==> config.mk <==
export PLATFORM = sky130hd
export DESIGN_NAME = safecrack_lock_param
export DESIGN_NICKNAME = d
export VERILOG_FILES = /design/src/rtl/safecrack_lock_param.sv
export SDC_FILE = /design/constraint.sdc
export NUM_CORES = 1
export LEC_CHECK = 0
export ABC_AREA = 1
export CAP_MARGIN = 5
export CORE_MARGIN = 5
export CORE_UTILIZATION = 40
export DETAILED_ROUTE_END_ITERATION = 12
export MAX_ROUTING_LAYER = met4
export SLEW_MARGIN = 5
export SYNTH_ARGS = -nofsm -noshare
export SYNTH_HDL_FRONTEND = slang
export SYNTH_SLANG_ARGS = --single-unit
==> constraint.sdc <==
create_clock -name clk -period 6.5 [get_ports clk]
set_clock_uncertainty 0.2 [all_clocks]
set_input_delay 0.65 -clock clk [delete_from_list [all_inputs] [get_ports clk]]
set_output_delay 0.65 -clock clk [all_outputs]
set_load 0.02 [all_outputs]
==> src/rtl/safecrack_lock_param.sv <==
// safecrack_lock_param
// Parametrised combination lock placed between the debounced board buttons and
// switches and the LED / unlock outputs. One digit is taken per button press
// (falling edge of the "all idle" condition). Too many wrong digits lead to a
// lockout that is timed by an external 1 Hz tick. While open, the code can be
// changed by entering a new code and then confirming it.
//
// Ports:
//   clk          clock
//   rst          synchronous, active-low reset
//   btn          active-low buttons, idle = all ones; low bit index = digit
//   ms           code-change request switch (level)
//   lock         relock request (level)
//   tick         one-cycle 1 Hz pulse, only used during lockout
//   unlocked     high while the lock is open
//   locked_out   high during lockout
//   prog_active  high while a new code is being entered or confirmed
//   err_leds     thermometer of wrong digits so far
//   ok_leds      thermometer of digits accepted in the current sequence
//   sec_leds     thermometer of elapsed lockout seconds
module safecrack_lock_param #(
    parameter int BTN_W        = 4,
    parameter int N_DIGITS     = 3,
    parameter int MAX_ERRORS   = 3,
    parameter int LOCKOUT_SECS = 10,
    parameter logic [N_DIGITS*$clog2(BTN_W)-1:0] DEFAULT_CODE = {2'd2, 2'd1, 2'd0}
) (
    input  logic                    clk,
    input  logic                    rst,
    input  logic [BTN_W-1:0]        btn,
    input  logic                    ms,
    input  logic                    lock,
    input  logic                    tick,
    output logic                    unlocked,
    output logic                    locked_out,
    output logic                    prog_active,
    output logic [MAX_ERRORS-1:0]   err_leds,
    output logic [N_DIGITS-1:0]     ok_leds,
    output logic [LOCKOUT_SECS-1:0] sec_leds
);

    localparam int IW     = $clog2(BTN_W);
    localparam int IDX_W  = $clog2(N_DIGITS + 1);
    localparam int ERR_W  = $clog2(MAX_ERRORS + 1);
    localparam int SEC_W  = $clog2(LOCKOUT_SECS + 1);
    localparam int CODE_W = N_DIGITS * IW;

    typedef enum logic [2:0] {
        ENTER     = 3'd0,
        ERR_WAIT  = 3'd1,
        LOCKOUT   = 3'd2,
        OPEN      = 3'd3,
        PROG_NEW  = 3'd4,
        PROG_CONF = 3'd5
    } state_t;

    state_t             state, state_next;
    logic [IDX_W-1:0]   idx, idx_next;
    logic [ERR_W-1:0]   err_cnt, err_cnt_next;
    logic [SEC_W-1:0]   sec_cnt, sec_cnt_next;
    logic [CODE_W-1:0]  code, code_next;
    logic [CODE_W-1:0]  shadow, shadow_next;
    logic [BTN_W-1:0]   btn_q;

    logic               btn_idle;
    logic               press;
    logic               valid;
    logic               last_digit;
    logic [IW-1:0]      digit;
    logic [ERR_W-1:0]   err_inc;

    // A press is the first cycle some button is low after a cycle with all
    // buttons idle, so holding a button yields exactly one event. The digit
    // value is only meaningful when exactly one button is low.
    always_comb begin
        btn_idle   = (btn == '1);
        press      = (btn_q == '1) && !btn_idle;
        valid      = $onehot(~btn);
        last_digit = (idx == IDX_W'(N_DIGITS - 1));
        digit      = '0;
        for (int i = 0; i < BTN_W; i++) begin
            if (!btn[i]) begin
                digit = IW'(i);
            end
        end
        // err_cnt saturates so the lockout comparison can never be skipped
        if (err_cnt == ERR_W'(MAX_ERRORS)) begin
            err_inc = err_cnt;
        end else begin
            err_inc = err_cnt + 1'b1;
        end
    end

    always_ff @(posedge clk) begin
        if (!rst) begin
            state   <= ENTER;
            idx     <= '0;
            err_cnt <= '0;
            sec_cnt <= '0;
            code    <= DEFAULT_CODE;
            shadow  <= '0;
            btn_q   <= '1;
        end else begin
            state   <= state_next;
            idx     <= idx_next;
            err_cnt <= err_cnt_next;
            sec_cnt <= sec_cnt_next;
            code    <= code_next;
            shadow  <= shadow_next;
            btn_q   <= btn;
        end
    end

    always_comb begin
        state_next   = state;
        idx_next     = idx;
        err_cnt_next = err_cnt;
        sec_cnt_next = sec_cnt;
        code_next    = code;
        shadow_next  = shadow;

        case (state)
            ENTER: begin
                if (press) begin
                    if (valid && (digit == code[idx*IW +: IW])) begin
                        if (last_digit) begin
                            state_next   = OPEN;
                            idx_next     = '0;
                            err_cnt_next = '0;
                        end else begin
                            idx_next = idx + 1'b1;
                        end
                    end else begin
                        idx_next     = '0;
                        err_cnt_next = err_inc;
                        if (err_inc == ERR_W'(MAX_ERRORS)) begin
                            state_next = LOCKOUT;
                        end else begin
                            state_next = ERR_WAIT;
                        end
                    end
                end
            end

            // The offending button is still held; wait for a full release.
            ERR_WAIT: begin
                if (btn_idle) begin
                    state_next = ENTER;
                end
            end

            // The full count is held for one cycle so the last LED is seen.
            LOCKOUT: begin
                if (sec_cnt == SEC_W'(LOCKOUT_SECS)) begin
                    state_next   = ENTER;
                    sec_cnt_next = '0;
                    err_cnt_next = '0;
                end else if (tick) begin
                    sec_cnt_next = sec_cnt + 1'b1;
                end
            end

            OPEN: begin
                if (lock) begin
                    state_next = ENTER;
                    idx_next   = '0;
                end else if (ms) begin
                    state_next = PROG_NEW;
                    idx_next   = '0;
                end
            end

            // Dropping ms aborts and wins over a press in the same cycle.
            PROG_NEW: begin
                if (!ms) begin
                    state_next  = OPEN;
                    idx_next    = '0;
                    shadow_next = '0;
                end else if (press && valid) begin
                    shadow_next[idx*IW +: IW] = digit;
                    if (last_digit) begin
                        state_next = PROG_CONF;
                        idx_next   = '0;
                    end else begin
                        idx_next = idx + 1'b1;
                    end
                end
            end

            PROG_CONF: begin
                if (!ms) begin
                    state_next  = OPEN;
                    idx_next    = '0;
                    shadow_next = '0;
                end else if (press) begin
                    if (valid && (digit == shadow[idx*IW +: IW])) begin
                        if (last_digit) begin
                            code_next   = shadow;
                            shadow_next = '0;
                            state_next  = ENTER;
                            idx_next    = '0;
                        end else begin
                            idx_next = idx + 1'b1;
                        end
                    end else begin
                        state_next  = OPEN;
                        idx_next    = '0;
                        shadow_next = '0;
                    end
                end
            end

            default: begin
                state_next = ENTER;
                idx_next   = '0;
            end
        endcase
    end

    assign unlocked    = (state == OPEN);
    assign locked_out  = (state == LOCKOUT);
    assign prog_active = (state == PROG_NEW) || (state == PROG_CONF);

    for (genvar k = 0; k < MAX_ERRORS; k++) begin : g_err_leds
        assign err_leds[k] = (err_cnt > ERR_W'(k));
    end

    for (genvar k = 0; k < N_DIGITS; k++) begin : g_ok_leds
        assign ok_leds[k] = (idx > IDX_W'(k));
    end

    for (genvar k = 0; k < LOCKOUT_SECS; k++) begin : g_sec_leds
        assign sec_leds[k] = (sec_cnt > SEC_W'(k));
    end

endmodule

# == After elaboration in Yosys (flattened, before gate mapping) ==
# Index checks and enable logic that the tools add are counted.
# op_classes
n_reduce_logical,17
n_eq_ne,23
muxes,46
shift,4
n_addsub,7
bitwise,2
magnitude_cmp,16
# ops
operator,count
$mux W3,14
$mux W2,18
$mux W6,6
$neg A3 Y34,1
$shift A2 B34 Y6 const A,1
$shiftx A2 B34 Y6,1
$pmux W3 S6,1
$gt A4 B3 Y1 const B,4
$ne A3 B3 Y1 const B,5
$eq A4 B4 Y1 const B,3
$pmux W6 S2,1
$shiftx A6 B4 Y2,2
$pmux W2 S5,1
$reduce_and A5 Y1,2
$reduce_and A9 Y1,1
$gt A2 B1 Y1 const B,4
$gt A4 B1 Y1 const B,2
$gt A4 B2 Y1 const B,2
$gt A4 B4 Y1 const B,2
$mux W4,2
$reduce_and A4 Y1,2
$bwmux W6,1
$eq A2 B2 Y1 const B,3
$eq A3 B1 Y1 const B,2
other kinds (22),34
# totals
reg_bits,27
word_cells,122
input_bits,9
out_inout_bits,19

# == Longest topological paths before layout ==
# depth
word_depth,9
depth_mapped,14
mapped_depth_nobuf,14

# == Worst setup path after synthesis ==
# Ideal clock, no wire load.
# synth_timing
path_type,input-to-reg
startpoint,in btn[0]
endpoint,reg code[0]
path_slack_ps,3567
stages,12
t_required_ps,6180
n_path_buf,0
t_arrival_ps,2613
setup_ps,120
path_cell_list,fa_1 inv_1 ha_1 ha_1 nor3_1 nand2_1 inv_1 nand2_1 nor2_2 nand2_2 o21ai_0 a21oi_1
# synth_between
elab_chain_len,6
word_cells_on_any_way,9
cone_classes,add/sub (2); eq/ne (2); bitwise (1); reduce/logical (4)
# synth_lines
element,line,rtl
"start, declared",30,"input logic [BTN_W-1:0] btn,"
$not A4 Y4,78,valid = $onehot(~btn);
$add A1 B1 Y2 (not written as such),78,
$add A2 B2 Y3 (not written as such),78,
$eq A3 B1 Y1,78,
$logic_and A1 B1 Y1,196,if (valid && (digit == shadow[idx*IW +: IW])) begin
$reduce_and A5 Y1 (no source line) (*),n/a,
"end signal, assigned",108,code <= code_next;
"end, declared",61,"logic [CODE_W-1:0] code, code_next;"
# Mark *: on every way between the ends. The rest lies on a longest branch, timed or not.
# A chain may end at the register's enable or synchronous reset.

# == Worst setup path after layout ==
# layout_timing
startpoint,in btn[1]
endpoint,reg code[3]
# layout_between
elab_chain_len,6
word_cells_on_any_way,13
cone_classes,add/sub (2); eq/ne (3); mux (3); bitwise (1); reduce/logical (4)
# layout_lines
element,line
$not A4 Y4 / $mux W1 (equally long branches),"78, 82"
$add A1 B1 Y2 (not written as such) / $mux W2 (equally long branches),"78, 82"
$add A2 B2 Y3 (not written as such) / $mux W2 (equally long branches),"78, 82"
$eq A3 B1 Y1 / $eq A2 B2 Y1 (equally long branches),"78, 196"
$logic_and A1 B1 Y1,196
$reduce_and A5 Y1 (no source line) (*),n/a
# Marks and branches as above.

==> impl_metrics.env <==
export IMPL_status="finished, final reports clean"
export IMPL_grt_overflow=0
export IMPL_final_common_cell="nand2_1"
export IMPL_final_area_um2=2260
export IMPL_topRoutingLayerUsed="met4"
export IMPL_start_kind="input port"
export IMPL_cts_hold_buffers=0
export IMPL_dr_pass1_iters=4
export IMPL_die_x_um=78.9
export IMPL_power_internal_uw=293
export IMPL_synth_xor_area_share_pct=0
export IMPL_htree_levels=1
export IMPL_power_share_sequential_pct=41.0
export IMPL_synth_simple_gate_area_share_pct=41.9
export IMPL_crit_arrival_ns=3.34
export IMPL_n_fill_cell=504
export IMPL_fin_crit_sh_pct=51.6
export IMPL_syn_avg_cell_area_um2=6.39
export IMPL_worstSkewPairLatency_ns=0.28
export IMPL_drv_cap=0
export IMPL_synth_top_family_by_area="simple AND/OR/NAND/NOR gates"
export IMPL_yosys_area_top_type="dfxtp_1"
export IMPL_synth_area_leaders="dfxtp_1 28%, nand2_1 16%, inv_1 7.5%, nor2_1 6.3%, ha_1 5.9%"
export IMPL_hold_viol=0
export IMPL_cts_setup_buffers=0
export IMPL_power_leakage_nw=1.06
export IMPL_post_route_util_pct=48.5
export IMPL_clockBufferDepth=2
export IMPL_p_sw_share_pct=37.1
export IMPL_core_area_um2=4660
export IMPL_antenna_found_initial=0
export IMPL_muxShareOfSynthArea_pct=0
export IMPL_ys_ff_latch=27
export IMPL_critPathRequiredTime_ns=6.48
export IMPL_syn2layout_area_growth_pct=19.0
export IMPL_drv_slew=0
export IMPL_synth_top_cell_area_share_pct=28.5
export IMPL_syn_inst=297
export IMPL_dp_cells=373
export IMPL_route_detailed_drc=0
export IMPL_postSynthNetCount=316
export IMPL_critPathMaxStageDelay_ns=0.53
export IMPL_crit_path_max_fanout=10
export IMPL_drt_iter0_drc=103
export IMPL_antennaDiodeCount=0
export IMPL_final_cell_mix="81 x nand2_1, 38 x inv_1, 32 x nor2_1"
export IMPL_die_y_um=78.9
export IMPL_tritoncts="done"
export IMPL_synth_compound_area_share_pct=12.6
export IMPL_grt_max_degree=16
export IMPL_vias=1862
export IMPL_fin_nets=343
export IMPL_fmax_mhz=298
export IMPL_drive_above_1_share_pct=11.1
export IMPL_cts_made_buffers=3
export IMPL_grt_pass1_wl_mm=7.98
export IMPL_floorplan_rows=25
export IMPL_dp_final_hpwl_mm=3.69
export IMPL_tightest_slew_ns=0.609
export IMPL_crit_chain="clkdlybuf4s50_1, fa_1, inv_1, ha_1, ha_1, nor3_1, nand2_1, inv_1, nand2_1, nor2_2, nand2_2, o21ai_0, a21oi_1"
export IMPL_placed_cell_area_um2=2210
export IMPL_path_buf_inv=3
export IMPL_grt_pass1_vias=1686
export IMPL_p_sw_uw=173
export IMPL_netlist_area_um2=1900
export IMPL_routedWlPerCell_um=12.5
export IMPL_finalNonFillerCells=377
export IMPL_synthDistinctLibCells=32
export IMPL_synth_fa_ha_area_share_pct=6.99
export IMPL_pwr_share_comb_pct=37.7
export IMPL_wl_met1_mm=2.28
export IMPL_ys_seq_area_share_pct=28.5
export IMPL_peakVddDrop_mv=0.0761
export IMPL_fin_setup_tns_ns=0
export IMPL_ctsResizeCount=0
export IMPL_hold_class="register to register"
export IMPL_ctsRootBufferMaster="clkbuf_8"
export IMPL_rsz0062_at_grt="false"
export IMPL_cts_clk_slew_worst_paths_ns=0.10
export IMPL_portBuffers=27
export IMPL_worst_path_max_delay_cell="fa_1"
export IMPL_pin_count=28
export IMPL_start_util_pct=40.7
export IMPL_period_minus_slack_ns=3.36
export IMPL_met3_length_um=251
export IMPL_wl_mm=4.72
export IMPL_critPathCaptureType="register"
export IMPL_ant_nets=0
export IMPL_ys_warn_count=0
export IMPL_dieArea_um2=6220
export IMPL_setup_viol=0
export IMPL_place_congestion=0.934
export IMPL_post_drt_via_cell_ratio=4.94
export IMPL_grtUsageTotal_pct=16.5
export IMPL_cp_top_family="adder cells"
export IMPL_worstSetupPathType="input port to register"
export IMPL_wl_met2_mm=2.14
export IMPL_p_clk_share_pct=21.3
export IMPL_cts_sinks=27
export IMPL_worst_slew_margin_rel_pct=59.3
export IMPL_p_per_area_nw_per_um2=206
-- power groups by stage --
stage | combinational (mW) | clock (mW) | sequential (mW)
6_report | 0.175 | 0.0992 | 0.191
5_1_grt | 0.200 | 0.109 | 0.194
2_1_floorplan | 0.131 | 0 | 0.191
3_5_place_dp | 0.176 | 0 | 0.195
3_3_place_gp | 0.176 | 0 | 0.195
4_1_cts | 0.177 | 0.103 | 0.191
-- final timing paths --
kind              startpoint       to  slack [ns]  depth (start not counted)
setup / recovery      btn[1]  code[3]        3.14                         13
hold / removal       code[3]  code[3]        0.26                          2
hold reg to reg      code[3]  code[3]        0.26                          2
setup reg to reg      idx[0]  code[3]        4.29                         11
-- layer usage --
| layer | global-route usage, % | vias to the layer above |
|---|---|---|
| li1 | - | 1001 |
| met4 | 4.64 | 0 |
| met2 | 26.2 | 38 |
| met3 | 3.85 | 4 |
| met5 | - | - |
| met1 | 21.1 | 819 |
-- logic make-up after synthesis --
| family | Yosys count |
|---|---|
| and+or+nand+nor | 171 |
| DFF | 27 |
| AOI/OAI and AO/OA | 40 |
| adders and majority gates | 10 |
| buffers and inverters | 49 |
-- state kept, by name, summed over array words and instances, names as in the netlist --
register / count
idx: 2
state: 3
code: 6
err_cnt: 2
shadow: 6
btn_q: 4
sec_cnt: 4
-- synth_stat cells (all sizes together) --
| cell type | n |
|---|---|
| inv | 44 |
| a21oi | 21 |
| ha | 9 |
| buf | 1 |
| or2 | 4 |
| o21ai | 10 |
| o211ai | 3 |
| nand3b | 1 |
| o21bai | 2 |
| dfxtp | 27 |
| o2111a | 1 |
| nand3 | 21 |
| nand2 | 89 |
| a211oi | 1 |
| nor3 | 6 |
| and2 | 1 |
| clkbuf | 4 |
| nand4 | 10 |
| fa | 1 |
| nor2 | 39 |
| a31oi | 1 |
| o31ai | 1 |
-- final cells by class --
type / instances / area [um^2] / share of cell area [%]
clock buffers: 4 / 45.0 / 1.99
inverters: 44 / 168 / 7.42
multi-input cells: 221 / 1170 / 51.7
flip-flops and latches: 27 / 541 / 23.9
well taps: 54 / 67.6 / 2.99
repair buffers: 27 / 270 / 12.0
-- through the flow --
| stage | hold WS (ns) | setup slack (ns) | power (mW) |
|---|---|---|---|
| after global routing | 0.294 | 2.92 | 0.502 |
| after floorplan | 0.229 | 3.57 | 0.322 |
| after CTS | 0.260 | 3.12 | 0.471 |
| after detailed placement | 0.245 | 2.81 | 0.371 |
| after global placement | 0.242 | 2.88 | 0.371 |
| final | 0.257 | 3.14 | 0.466 |
-- worst register-to-register path, stage by stage (launching register included) --
cell and delay (ns):
dfxtp_1 0.65, inv_4 0.13, nand2_1 0.10, nand3_1 0.07
nand2_1 0.10, nor2_1 0.06, nor2_2 0.12, nand2_1 0.11
nor2_2 0.17, nand2_2 0.16, o21ai_0 0.21, a21oi_1 0.05
No activity file was read; power rests on OpenSTA's default activity.
